**config.mk**
```make
export PLATFORM = sky130hd
export DESIGN_NAME = led_pattern_gen
export DESIGN_NICKNAME = d
export VERILOG_FILES = /design/src/rtl/led_pattern_gen.sv
export SDC_FILE = /design/constraint.sdc
export NUM_CORES = 1
export LEC_CHECK = 0
export BUFFER_PORTS_ARGS = -buffer_cell sky130_fd_sc_hd__buf_2
export CAP_MARGIN = 20
export CORE_MARGIN = 3
export CORE_UTILIZATION = 40
export DETAILED_ROUTE_END_ITERATION = 8
export HOLD_SLACK_MARGIN = 0.05
export MAX_ROUTING_LAYER = met4
export PLACE_DENSITY = 0.6
export REMOVE_ABC_BUFFERS = 1
export SLEW_MARGIN = 0
export SYNTH_ARGS = -nofsm -noshare
export SYNTH_HDL_FRONTEND = slang
export SYNTH_SLANG_ARGS = --single-unit
```
**constraint.sdc**
```tcl
create_clock -name i_clk -period 4.86 [get_ports i_clk]
set_input_delay 0.486 -clock i_clk [delete_from_list [all_inputs] [get_ports i_clk]]
set_output_delay 0.486 -clock i_clk [all_outputs]
set_load 0.01 [all_outputs]
```
**src/rtl/led_pattern_gen.sv**
```systemverilog
// led_pattern_gen: NUM_CH runtime-programmable LED channels (off / on / blink / burst)
// clocked from one shared prescaler tick.
module led_pattern_gen #(
    parameter int CLK_HZ  = 100_000_000,
    parameter int TICK_HZ = 1_000,
    parameter int NUM_CH  = 4,
    parameter int CNT_W   = 16,
    parameter int BURST_W = 8
) (
    input  logic               i_clk,
    input  logic               i_rst_n,
    input  logic               i_wr_en,
    input  logic [3:0]         i_wr_ch,
    input  logic [1:0]         i_wr_mode,
    input  logic [CNT_W-1:0]   i_wr_period,
    input  logic [CNT_W-1:0]   i_wr_on,
    input  logic [BURST_W-1:0] i_wr_burst,
    output logic               o_tick,
    output logic [NUM_CH-1:0]  o_led,
    output logic [NUM_CH-1:0]  o_done
);

    localparam int PRESCALE = CLK_HZ / TICK_HZ;
    localparam int PS_W     = (PRESCALE > 1) ? $clog2(PRESCALE) : 1;
    localparam logic [PS_W-1:0]    PS_LAST = PS_W'(PRESCALE - 1);
    localparam logic [PS_W-1:0]    PS_ONE  = PS_W'(1);
    localparam logic [CNT_W-1:0]   CNT_ONE = CNT_W'(1);
    localparam logic [BURST_W-1:0] BST_ONE = BURST_W'(1);

    typedef enum logic [1:0] {
        MODE_OFF   = 2'd0,
        MODE_ON    = 2'd1,
        MODE_BLINK = 2'd2,
        MODE_BURST = 2'd3
    } mode_e;

    generate
        if (PRESCALE < 1) begin : g_bad_prescale
            $error("led_pattern_gen: CLK_HZ/TICK_HZ must be at least 1");
        end
        if (NUM_CH < 1 || NUM_CH > 16) begin : g_bad_num_ch
            $error("led_pattern_gen: NUM_CH must be in 1..16");
        end
    endgenerate

    logic [PS_W-1:0]   r_presc;
    logic              r_tick;
    logic [NUM_CH-1:0] w_led;
    logic [NUM_CH-1:0] w_done;

    // Free-running prescaler; config writes never touch it.
    always_ff @(posedge i_clk or negedge i_rst_n) begin
        if (!i_rst_n) begin
            r_presc <= '0;
            r_tick  <= 1'b0;
        end else begin
            // NOTE: non-blocking assignments so every register samples pre-edge values.
            r_tick <= (r_presc == PS_LAST);
            if (r_presc == PS_LAST) begin
                r_presc <= '0;
            end else begin
                r_presc <= r_presc + PS_ONE;
            end
        end
    end

    assign o_tick = r_tick;

    generate
        for (genvar c = 0; c < NUM_CH; c++) begin : g_ch
            mode_e              r_mode;
            logic [CNT_W-1:0]   r_period;
            logic [CNT_W-1:0]   r_on;
            logic [CNT_W-1:0]   r_phase;
            logic [BURST_W-1:0] r_burst_left;
            logic               r_done;
            logic               r_led;
            logic               w_wr_hit;
            logic               w_wrap;
            logic               w_running;
            logic               w_led_next;

            // i_wr_ch can only equal c for a real channel, so out-of-range writes hit nothing.
            assign w_wr_hit  = i_wr_en && (i_wr_ch == 4'(c));
            assign w_wrap    = (r_phase == (r_period - CNT_ONE));
            assign w_running = (r_mode == MODE_BLINK) ||
                               ((r_mode == MODE_BURST) && !r_done);

            always_comb begin
                // NOTE: default assignment first so no path can infer a latch.
                w_led_next = 1'b0;
                case (r_mode)
                    MODE_OFF:   w_led_next = 1'b0;
                    MODE_ON:    w_led_next = 1'b1;
                    MODE_BLINK: w_led_next = (r_phase < r_on);
                    MODE_BURST: w_led_next = !r_done && (r_phase < r_on);
                    default:    w_led_next = 1'b0;
                endcase
            end

            always_ff @(posedge i_clk or negedge i_rst_n) begin
                if (!i_rst_n) begin
                    r_mode       <= MODE_OFF;
                    r_period     <= CNT_ONE;
                    r_on         <= '0;
                    r_phase      <= '0;
                    r_burst_left <= '0;
                    r_done       <= 1'b0;
                    r_led        <= 1'b0;
                end else begin
                    r_led <= w_led_next;
                    if (w_wr_hit) begin
                        // A write beats a coincident tick: phase restarts at 0.
                        r_mode       <= mode_e'(i_wr_mode);
                        r_period     <= (i_wr_period == '0) ? CNT_ONE : i_wr_period;
                        r_on         <= i_wr_on;
                        r_phase      <= '0;
                        r_burst_left <= i_wr_burst;
                        r_done       <= 1'b0;
                    end else if ((r_mode == MODE_BURST) && !r_done && (r_burst_left == '0)) begin
                        r_phase <= '0;
                        r_done  <= 1'b1;
                    end else if (r_tick && w_running) begin
                        if (w_wrap) begin
                            r_phase <= '0;
                            if (r_mode == MODE_BURST) begin
                                r_burst_left <= r_burst_left - BST_ONE;
                                if (r_burst_left == BST_ONE) begin
                                    r_done <= 1'b1;
                                end
                            end
                        end else begin
                            r_phase <= r_phase + CNT_ONE;
                        end
                    end
                end
            end

            assign w_led[c]  = r_led;
            assign w_done[c] = r_done;
        end
    endgenerate

    assign o_led  = w_led;
    assign o_done = w_done;

endmodule

```
# Word-level counts from Yosys, hierarchy flattened
# Cells that the tools add are included.
word_totals:
  latchBits: 0
  n_memories: 0
  in_bits: 49
  elab_cells: 215
  mem_bits_rw: 0
  register_bits: 258
  out_inout_bits: 9
  rom_bits: 0
classes:
  div: 0
  n_addsub: 13
  mux: 66
  n_reduce_logical: 74
  bitwise_logic: 0
  n_eq_ne: 28
  n_mul: 0
  n_lt_le_gt_ge: 4
  n_shift: 0
ops:
  columns: ["operator", "n"]
  rows:
  - ["two-way mux 16 bit", 17]
  - ["two-way mux 8 bit", 20]
  - ["adder 16 x 1 -> 16 bit (second input constant)", 4]
  - ["equality test 16 bit", 4]
  - ["< comparator 16 bit", 4]
  - ["subtractor 16 x 1 -> 16 bit (second input constant)", 4]
  - ["nonzero test 3 bit", 16]
  - ["equality test 8 x 1 -> 1 bit (second input constant)", 4]
  - ["zero test 8 bit", 4]
  - ["AND reduction 4 bit", 8]
  - ["subtractor 8 x 1 -> 8 bit (second input constant)", 4]
  - ["two-way mux 1 bit", 24]
  - ["nonzero test 2 bit", 12]
  - ["logical AND 1 bit", 20]
  - ["adder 17 x 1 -> 17 bit (second input constant)", 1]
  - ["equality test 17 bit (second input constant)", 1]
  - ["two-way mux 17 bit", 1]
  - ["equality test 2 bit (second input constant)", 8]
  - ["zero test 16 bit", 1]
  - ["case mux 1 bit (4 select lines)", 4]
  - ["equality test 2 x 1 -> 1 bit (second input constant)", 4]
  - ["equality test 4 x 2 -> 1 bit (second input constant)", 2]
  - ["zero test 2 bit", 4]
  - ["inequality test 2 bit (second input constant)", 4]
  - ["other kinds (4)", 10]

# Logic depth before layout (Yosys ltp)
# Gate-level depths: netlist of the first run.
depth:
  depth_word: 7
  mapped_depth: 12

# Worst setup path after synthesis of the first run
# Ideal clock, no wire load.
synth_timing:
  path_kind: "flip-flop to flip-flop"
  from: "register g_ch[2].r_period[1]"
  to: "register g_ch[2].r_burst_left[3]"
  arrival_ns: 3.519
  slack_ns: 1.272
  path_stages_with_launch: 13
  path_buffers: 2
  cell_sequence: "dfrtp_1 > inv_1 > ha_1 > or4b_1 > buf_2 > or3_4 > a2111oi_4 > o2111ai_1 > or4_1 > or3_4 > buf_6 > or4_1 > nand3_1"
synth_between:
  elab_chain_cells: 4
synth_lines:
  columns: ["item", "line", "text"]
  rows:
  - ["start: declaration", "72", "logic [CNT_W-1:0] r_period;"]
  - ["start signal: assignment", "115", "r_period <= (i_wr_period == '0) ? CNT_ONE : i_wr_period;"]
  - ["subtractor 16 x 1 -> 16 bit", "85", "assign w_wrap = (r_phase == (r_period - CNT_ONE));"]
  - ["equality test 16 bit", "85", null]
  - ["nonzero test 2 bit (no source line)", null, null]
  - ["AND reduction 4 bit (no source line)", null, null]
  - ["end signal: assignment", "118", "r_burst_left <= i_wr_burst;"]
  - ["end signal: assignment", "127", "r_burst_left <= r_burst_left - BST_ONE;"]
  - ["end: declaration", "75", "logic [BURST_W-1:0] r_burst_left;"]
# Every way passes these cells.
# A chain may end at the register's enable or synchronous reset.

# Final worst setup path of the first run
layout_timing:
  from: "register g_ch[0].r_period[1]"
  to: "register g_ch[0].r_phase[14]"
layout_between:
  elab_chain_cells: 6
layout_lines:
  columns: ["item", "line", "text"]
  rows:
  - ["start: declaration", "72", null]
  - ["start signal: assignment", "115", null]
  - ["subtractor 16 x 1 -> 16 bit", "85", null]
  - ["equality test 16 bit", "85", null]
  - ["two-way mux 16 bit", "124", "if (w_wrap) begin"]
  - ["two-way mux 16 bit", "123", "end else if (r_tick && w_running) begin"]
  - ["two-way mux 16 bit", "120", "end else if ((r_mode == MODE_BURST) && !r_done && (r_burst_left == '0)) begin"]
  - ["two-way mux 16 bit", "112", "if (w_wr_hit) begin"]
  - ["end signal: assignment", "133", "r_phase <= r_phase + CNT_ONE;"]
  - ["end: declaration", "74", "logic [CNT_W-1:0] r_phase;"]
# Every way passes these cells. The select of a mux whose other input is x is not followed.

==> metrics.txt, run 1 <==
# rows=70; die area=40600 sq um; warnings from Yosys=0; DR pass1 iterations=5; share of cells above drive strength 1=0.0983; Gate Count Post-Synth=1752; worst skew pair latency=0.57 ns; PostCTS Resize Cnt=0; Critical R2R Capture=g_ch[0].r_phase[14]$_DFFE_PN0N_; TritonCTS buffer count=30; Port Buffers=57; mapped cell area=15300 sq um; FF-to-FF path depth=10; min-delay worst type=input pin to async pin; Post-DRT Antenna Nets=0; switching pwr=2130 uW; Util after Layout=0.458; H-Tree Depth=1; FILL cells=3648; Final Setup Violations=0; internal reg-to-reg setup slack=0.81 ns; pre-CTS setup slack=0.902 ns; Tcrit/Tclk final=0.833; Die Height=201 microns; CTS hold repair buffers=0; Final nets=1903; Overflow after GRT=0; Worst Tran Pin Value=1.11 ns; EDFF count, synth=0; RR Startpoint=g_ch[0].r_period[1]$_DFFE_PN0P_; P_int=4500 uW; final hold violation count=0; initial antenna violation count=1; syn_area_per_cell=8.72 sq um; Relative slew margins=0.252; Layout area overhead=11.4%; worst-path fanout max=12; post-detail-place hpwl=30.7 mm; number of global-route vias before repair=12200; Synth area leader=dfrtp_1; largest net degree at the start of global routing=126; final max-slew violation count=0; leakage power=0.00766 uW; Die Wd=201 microns; CP arrival=4.46 ns; Avg Vias per Cell=5.53; synth unique cells=67; GRT Total Usage=0.221; RSZ-0062 raised after global routing=false; Startpoint Class=register; PD cells=390 nW/um^2; Net Sw Frac=0.322; peak supply drop=0.272 mV; Synth top area share=0.416; # DRC=0; clock buffer depth=3; placer congestion estimate=0.889; Synth area leaders=dfrtp_1 42%, nand2_1 7.8%, ha_1 6.3%; post-layout minimum cycle time=4.05 ns; Avg WL per Cell=19.0 microns; top-level I/O count=58; starting DRC count in detailed routing=1056; clock tree root buffer cell=clkbuf_16; outcome=finished, final reports clean; clock slew at reported path FFs=0.06 ns; fmax=247 MHz; clock skew=0.0127 ns; Synth async-reset ratio=1.00; Post CTS Setup Buffer Count=0; FF+latch count, synth=258; Crit Path Class=register to register; Primary FF master, synth=dfrtp_1; Post-Layout Cell Count=2305; sequential share of power=0.433; CP Capture Type=register; first-pass GRT wire length=69.7 mm; register area share after synthesis=0.423; Fin Setup TNS=0 ns; Post-Place Cells=2249; final worst slack=0.813 ns; Max-Cap Viols=0; core area=37100 sq um; Total Wirelength=43.7 mm; via count of the routed design=12700; WP data required=5.28 ns; CTS tree=done; Logic pwr share=0.217; Clock Sinks=258; Clock Power Share=0.350; initial core utilization=0.411
[per-layer routing]
layer | vias to the layer above | share of wire | GRT usage
li1 | 6160 | - | -
met1 | 6212 | 0.48 | 0.310
met2 | 289 | 0.43 | 0.330
met3 | 75 | 0.058 | 0.0400
met4 | 0 | 0.031 | 0.0643
met5 | - | 0 | -
[flip-flops by register name, indices dropped and copies added (netlist names)]
signal / count
g_ch.r_burst_left: 32
g_ch.r_done: 4
g_ch.r_led: 4
g_ch.r_mode: 8
g_ch.r_on: 64
g_ch.r_period: 64
g_ch.r_phase: 64
o_tick: 1
r_presc: 17
[power by group through the flow]
| stage | registers, uW | logic, uW | clock network (uW) |
|---|---|---|---|
| CTS | 2870 | 1440 | 2370 |
| detailed placement | 2900 | 1430 | 0 |
| floorplan | 2790 | 1050 | 0 |
| global placement | 2890 | 1400 | 0 |
| global route | 2930 | 1640 | 2460 |
| finish | 2870 | 1440 | 2320 |
[final cells by class]
class,count,area (sq um),share of cell area
inverters,99,372,0.0218
well taps,504,631,0.0371
clock buffers,39,836,0.0491
multi-input cells,1320,8150,0.479
repair buffers,68,390,0.0229
clock inverters,16,175,0.0103
diodes,1,2.50,0.000147
flip-flops and latches,258,6460,0.380
[cell families (layout without fill, tap and decap cells)]
| group | count (synthesis) | after routing | synth area share |
|---|---|---|---|
| compound gates | 278 | 278 | 0.115 |
| xor+xnor | 137 | 137 | 0.0795 |
| fa+ha+maj | 77 | 77 | 0.0631 |
| buf+inv | 174 | 222 | 0.0455 |
| flops | 258 | 258 | 0.423 |
| mux | 31 | 31 | 0.0223 |
| other cells | 0 | 1 | 0 |
| simple gates | 797 | 797 | 0.252 |
[worst max-delay path, cell delays in order, from the launching register on]
cell and delay [ns]:
dfrtp_1 0.40, inv_1 0.08, ha_1 0.20, nor3b_1 0.82
nand2_1 0.13, o41ai_1 0.33, nor4b_1 0.28, o2111ai_1 0.53
and2_1 0.39, nor2_1 0.61, nor2_1 0.11
[worst max-delay path by stage]
stage	endpoint	start	cells past startpoint
final	g_ch[0].r_phase[14]$_DFFE_PN0N_	g_ch[0].r_period[1]$_DFFE_PN0P_	10
after floorplan	g_ch[1].r_phase[15]$_DFFE_PN0N_	i_wr_ch[3]	8
after global routing	g_ch[0].r_phase[10]$_DFFE_PN0N_	g_ch[0].r_period[1]$_DFFE_PN0P_	10
after detailed placement	g_ch[0].r_phase[6]$_DFFE_PN0N_	g_ch[0].r_period[1]$_DFFE_PN0P_	10
after CTS	g_ch[0].r_phase[14]$_DFFE_PN0N_	g_ch[0].r_period[1]$_DFFE_PN0P_	10
after global placement	g_ch[2].r_burst_left[7]$_DFFE_PN0P_	g_ch[2].r_period[1]$_DFFE_PN0P_	10
[cells in the final DEF (no fill, tap or decap), types with 24 or more instances in the layout]
cell type,n
nand2_1,319
dfrtp_1,254
o21ai_0,124
nor2_1,120
inv_1,99
xnor2_1,77
ha_1,77
nand3_1,68
xor2_1,59
nor3_1,58
buf_2,56
nor4_1,35
a21oi_1,34
nand4_1,32
clkbuf_16,31
or3_1,25
mux2_2,24
[stage by stage]
step	total power (uW)	cell area, sq um	hold slack, ns
2_1_floorplan	3840	15000	0.190
3_3_place_gp	4280	16000	0.464
3_5_place_dp	4330	16000	0.468
4_1_cts	6690	17000	0.0614
5_1_grt	7040	17000	0.0506
6_report	6630	17000	0.00563
[synthesized netlist by cell type (4+ instances only)]
cell type and n:
a211oi_1 8, a21o_1 19, a21oi_1 34, a221oi_1 4, a31o_2 4, a31oi_1 19
and2_1 6, and3_1 19, and4_1 5, buf_4 8, clkbuf_1 60, dfrtp_1 254
dfstp_2 4, ha_1 77, inv_1 99, mux2_2 24, mux2i_1 7, nand2_1 319
nand2b_1 22, nand3_1 68, nand3b_1 5, nand4_1 32, nor2_1 122, nor2b_1 13
nor3_1 60, nor3b_1 7, nor4_1 35, nor4b_1 6, o2111ai_1 5, o211ai_1 7
o21a_1 4, o21ai_0 124, o311ai_0 9, o31ai_1 9, or2_2 12, or3_1 25
or3b_2 5, or4_1 23, xnor2_1 77, xor2_1 59
(Power assumes the default switching activity.)
==> inputs of run 2 (changes only) <==
- PLACE_DENSITY: 0.6 -> 0.62
- clock period: 4.86 -> 3.4 ns (I/O delays scaled with it)
==> run 2 against run 1 <==
Flip-flop and latch count is the same. Critical path depth grew 1. Clock-buffer cell count grew 10. Largest power group unchanged. Largest cell class unchanged. The run now ends with negative setup slack left.
==> metrics.txt, run 2 (same netlist as run 1, synthesis figures left out) <==
initial core utilization=0.411; # rows=70; worst-path fanout max=5; largest net degree at the start of global routing=111; FILL cells=3561; leakage power=0.00800 uW; Post-Layout Cell Count=2368; final hold violation count=0; final worst slack=-0.158 ns; RSZ-0062 raised after global routing=true; CP arrival=4.05 ns; DR pass1 iterations=5; H-Tree Depth=1; GRT Total Usage=0.224; min-delay worst type=input pin to register; clock buffer depth=3; Post-Place Cells=2293; Post-DRT Antenna Nets=0; clock slew at reported path FFs=0.06 ns; final max-slew violation count=0; Total Wirelength=44.7 mm; Port Buffers=57; Relative slew margins=0.275; initial antenna violation count=0; via count of the routed design=13100; Final Setup Violations=6; Tcrit/Tclk final=1.05; n_diodes=0; WP data required=3.89 ns; starting DRC count in detailed routing=919; PD cells=553 nW/um^2; # DRC=0; Die Wd=201 microns; commonest non-fill, non-tap cell in the layout=nand2_1; cell area after layout=17600 sq um; share of cells above drive strength 1=0.136; peak supply drop=0.401 mV; outcome=complete, but fails checks; placer congestion estimate=0.913; first-pass GRT wire length=70.9 mm; Avg Vias per Cell=5.55; Top Registers=g_ch.r_on x64, g_ch.r_period x64, g_ch.r_phase x64; TritonCTS buffer count=30; Final nets=1966; Die Height=201 microns; Avg WL per Cell=18.9 microns; Layout area overhead=15.5%; hold_ws=0.0824 ns; Overflow after GRT=0; clock tree root buffer cell=clkbuf_16; fmax=281 MHz; clock skew=0.0239 ns; Worst Tran Pin Value=1.08 ns; Clock Sinks=258; post-layout minimum cycle time=3.56 ns; die area=40600 sq um; CP Capture Type=register; top-level I/O count=58; placed instance area=16300 sq um; Startpoint Class=register; Crit Path Class=register to register; number of global-route vias before repair=12400; Max-Cap Viols=0; worst skew pair latency=0.58 ns; post-detail-place hpwl=31.8 mm; CTS tree=done; failing checks=negative setup slack; core area=37100 sq um; commonest non-fill, non-tap cells in the layout=318 x nand2_1, 254 x dfrtp_1, 120 x nor2_1
run 2: worst paths after layout:
path                                                  from                                   to  slack, ns  depth (start not counted)
min                                         i_wr_period[4]      g_ch[2].r_period[4]$_DFFE_PN0P_       0.08                          3
min reg2reg                           r_presc[4]$_DFF_PN0_                 r_presc[4]$_DFF_PN0_       0.47                          1
max in group asynchronous                          i_rst_n     g_ch[3].r_period[11]$_DFFE_PN0P_       2.04                          3
min in group asynchronous                          i_rst_n  g_ch[1].r_burst_left[0]$_DFFE_PN0P_       0.41                          2
max reg2reg                g_ch[2].r_period[1]$_DFFE_PN0P_  g_ch[2].r_burst_left[7]$_DFFE_PN0P_      -0.16                         11
max                        g_ch[2].r_period[1]$_DFFE_PN0P_  g_ch[2].r_burst_left[7]$_DFFE_PN0P_      -0.16                         11
run 2: cell type report:
| cell class | count | area (sq um) | share of cell area |
|---|---|---|---|
| Multi-Input combinational cell | 1321 | 8270 | 0.469 |
| Timing Repair Buffer | 130 | 873 | 0.0495 |
| Clock inverter | 7 | 114 | 0.00645 |
| Inverter | 99 | 372 | 0.0211 |
| Clock buffer | 49 | 923 | 0.0523 |
| Tap cell | 504 | 631 | 0.0357 |
| Sequential cell | 258 | 6460 | 0.366 |
run 2: through the flow:
step           power, uW  utilization  TNS, ns  worst slack [ns]
2_1_floorplan       5490            -  -153.95             -2.11
3_3_place_gp        6230        0.440    -1.18            -0.224
3_5_place_dp        6320        0.440    -1.73            -0.297
4_1_cts             9780        0.472   -0.981            -0.196
5_1_grt            10300        0.475    -1.23            -0.226
6_report            9760        0.475   -0.610            -0.158
run 2: what timing repair did:
| item | CTS | global route |
|---|---|---|
| pin swaps | 11 | 13 |
| hold buffers | 4 | 0 |
| buffers inserted | 8 | 7 |
| resized for setup | 13 | 21 |
| setup endpoints to repair | 8 | 34 |
| hold endpoints to repair | 108 | 0 |
| gates cloned | 1 | 0 |
run 2: layer usage:
layer,up-vias,share of wire,global-route usage
li1,6293,-,-
met5,-,0,-
met3,93,0.054,0.0288
met2,338,0.44,0.335
met4,0,0.038,0.0720
met1,6425,0.47,0.317
run 2: report_power, final:
group          internal [uW]  switching, uW
combinational           1030           1290
clock                   2070           1320
sequential              3570            484
total                   6670           3090
run 2: worst max-delay path: stages, from the launching register on:
cell and delay, ns:
dfrtp_1 0.39, inv_2 0.08, ha_4 0.13, or4b_4 0.47, buf_6 0.14, or3_4 0.33
mux2i_1 0.12, o21a_1 0.14, or4_4 0.58, or3_4 0.45, or4_1 0.48, a31oi_1 0.17
==> inputs of run 3 (changes only) <==
- CAP_MARGIN: 20 -> not set
- TNS_END_PERCENT: not set -> 50
==> run 3 against run 2 <==
The run still ends with negative setup slack left. Power hardly changed. Via count fell by 0.46%. Die area unchanged. Worst hold slack about the same. Non-clock buffer count down 2. Final area is the same.
==> metrics.txt, run 3 (same netlist as run 1, synthesis figures left out) <==
outcome=complete, but fails checks; failing checks=negative setup slack; Avg WL per Cell=18.9 microns; footprint of the multi-input gates=8290 sq um; Min-Delay Startpoint=i_wr_period[4]; Tcrit/Tclk final=1.04; GRT Total Usage=0.224; # DRC=0; first-pass GRT wire length=70.9 mm; Startpoint Class=register; Overflow after GRT=0; clock slew at reported path FFs=0.06 ns; Final Setup Violations=6; Post-DRT Antenna Nets=0; initial antenna violation count=0; FF-to-FF path depth=11; commonest non-fill, non-tap cell in the layout=nand2_1; post-detail-place hpwl=31.8 mm; Clock Power Share=0.347; clock buffer depth=3; CP Capture Type=register; WP data required=3.90 ns; Final nets=1964; core area=37100 sq um; largest net degree at the start of global routing=111; Register Area=6460 sq um; Post-Layout Cell Count=2366; fmax=283 MHz; Max-Cap Viols=0; CTS tree=done; Clock Sinks=258; Relative slew margins=0.250; TritonCTS buffer count=30; Die Height=201 microns; final worst slack=-0.136 ns; Worst Tran Pin Value=1.12 ns; Avg Vias per Cell=5.53; clock tree root buffer cell=clkbuf_16; final hold violation count=0; Net Sw Frac=0.317; commonest non-fill, non-tap cells in the layout=318 x nand2_1, 254 x dfrtp_1, 119 x nor2_1; top-level I/O count=58; Total Wirelength=44.7 mm; number of global-route vias before repair=12400; Crit Path Class=register to register; RR Startpoint=g_ch[2].r_period[1]$_DFFE_PN0P_; H-Tree Depth=1; min-delay worst type=input pin to register; switching pwr=3100 uW; Post-Place Cells=2293; placer congestion estimate=0.913; Logic pwr share=0.237; leakage power=0.00799 uW; starting DRC count in detailed routing=938; Layout area overhead=15.5%; RSZ-0062 raised after global routing=true; worst skew pair latency=0.58 ns; Port Buffers=57; clock skew=0.0215 ns; CP arrival=4.04 ns; peak supply drop=0.402 mV; worst-path fanout max=5; Fin Setup TNS=-0.517 ns; Critical path origin=g_ch[2].r_period[1]$_DFFE_PN0P_; initial core utilization=0.411; P_int=6670 uW; DR pass1 iterations=5; FILL cells=3560; internal reg-to-reg setup slack=-0.14 ns; hold path cells=3; post-layout minimum cycle time=3.54 ns; via count of the routed design=13100; Top Registers=g_ch.r_on x64, g_ch.r_period x64, g_ch.r_phase x64; hold endpoint=g_ch[2].r_period[4]$_DFFE_PN0P_; PD cells=553 nW/um^2; Die Wd=201 microns; share of cells above drive strength 1=0.136; # rows=70; final max-slew violation count=0; Critical R2R Capture=g_ch[2].r_burst_left[5]$_DFFE_PN0P_; sequential share of power=0.415; n_diodes=0; die area=40600 sq um
==> run 3: worst max-delay path by stage <==
stage | cells past startpoint | to
after floorplan | 8 | g_ch[1].r_phase[15]$_DFFE_PN0N_
after global placement | 10 | g_ch[2].r_burst_left[7]$_DFFE_PN0P_
after detailed placement | 10 | g_ch[2].r_burst_left[5]$_DFFE_PN0P_
after CTS | 10 | g_ch[2].r_burst_left[7]$_DFFE_PN0P_
after global routing | 10 | g_ch[2].r_burst_left[5]$_DFFE_PN0P_
final | 11 | g_ch[2].r_burst_left[5]$_DFFE_PN0P_
==> run 3: layout make-up <==
class | count | share of cell area
Timing Repair Buffer | 128 | 0.0486
Inverter | 99 | 0.0211
Clock inverter | 7 | 0.00645
Tap cell | 504 | 0.0357
Sequential cell | 258 | 0.366
Multi-Input combinational cell | 1321 | 0.470
Clock buffer | 49 | 0.0523
==> run 3: through the flow <==
| stage | cell area, sq um | setup WS, ns | total power, uW | hold slack [ns] | utilization |
|---|---|---|---|---|---|
| after detailed placement | 16300 | -0.297 | 6320 | 0.467 | 0.440 |
| after global routing | 17600 | -0.223 | 10300 | 0.0799 | 0.475 |
| after CTS | 17500 | -0.196 | 9780 | 0.0536 | 0.472 |
| after global placement | 16300 | -0.224 | 6230 | 0.454 | 0.440 |
| after floorplan | 15000 | -2.11 | 5490 | 0.0444 | - |
| final | 17600 | -0.136 | 9770 | 0.0823 | 0.475 |
==> run 3: what timing repair did <==
| action | 4_1_cts | 5_1_grt |
|---|---|---|
| buffers inserted | 8 | 5 |
| cloned | 1 | 0 |
| hold buffers | 4 | 0 |
| pin swaps | 8 | 12 |
| endpoints found under the hold margin | 108 | 0 |
| resized for setup | 13 | 24 |
| endpoints found under the setup margin | 8 | 34 |
==> run 3: power by group through the flow <==
stage                     sequential, uW  combinational, uW  clock (uW)
after global placement              4080               2150           0
after global routing                4130               2630        3570
after floorplan                     3990               1500           0
after detailed placement            4100               2220           0
final                               4060               2320        3390
after CTS                           4050               2270        3460
==> run 3: routing by layer <==
| metal | track usage | part of all wire | up-vias | wire, microns |
|---|---|---|---|---|
| met5 | - | 0 | - | 0 |
| met4 | 0.0720 | 0.038 | 0 | 1680 |
| met3 | 0.0288 | 0.050 | 92 | 2220 |
| met2 | 0.335 | 0.44 | 289 | 19700 |
| met1 | 0.317 | 0.47 | 6426 | 21100 |
| li1 | - | - | 6281 | - |
==> run 3: critical path, cell delays in order (launching register included) <==
cell	delay (ns)
dfrtp_1	0.39
inv_2	0.08
ha_4	0.13
or4b_4	0.46
buf_6	0.14
or3_4	0.33
mux2i_1	0.12
o21a_1	0.14
or4_4	0.56
or3_4	0.44
or4_1	0.51
a31oi_1	0.16
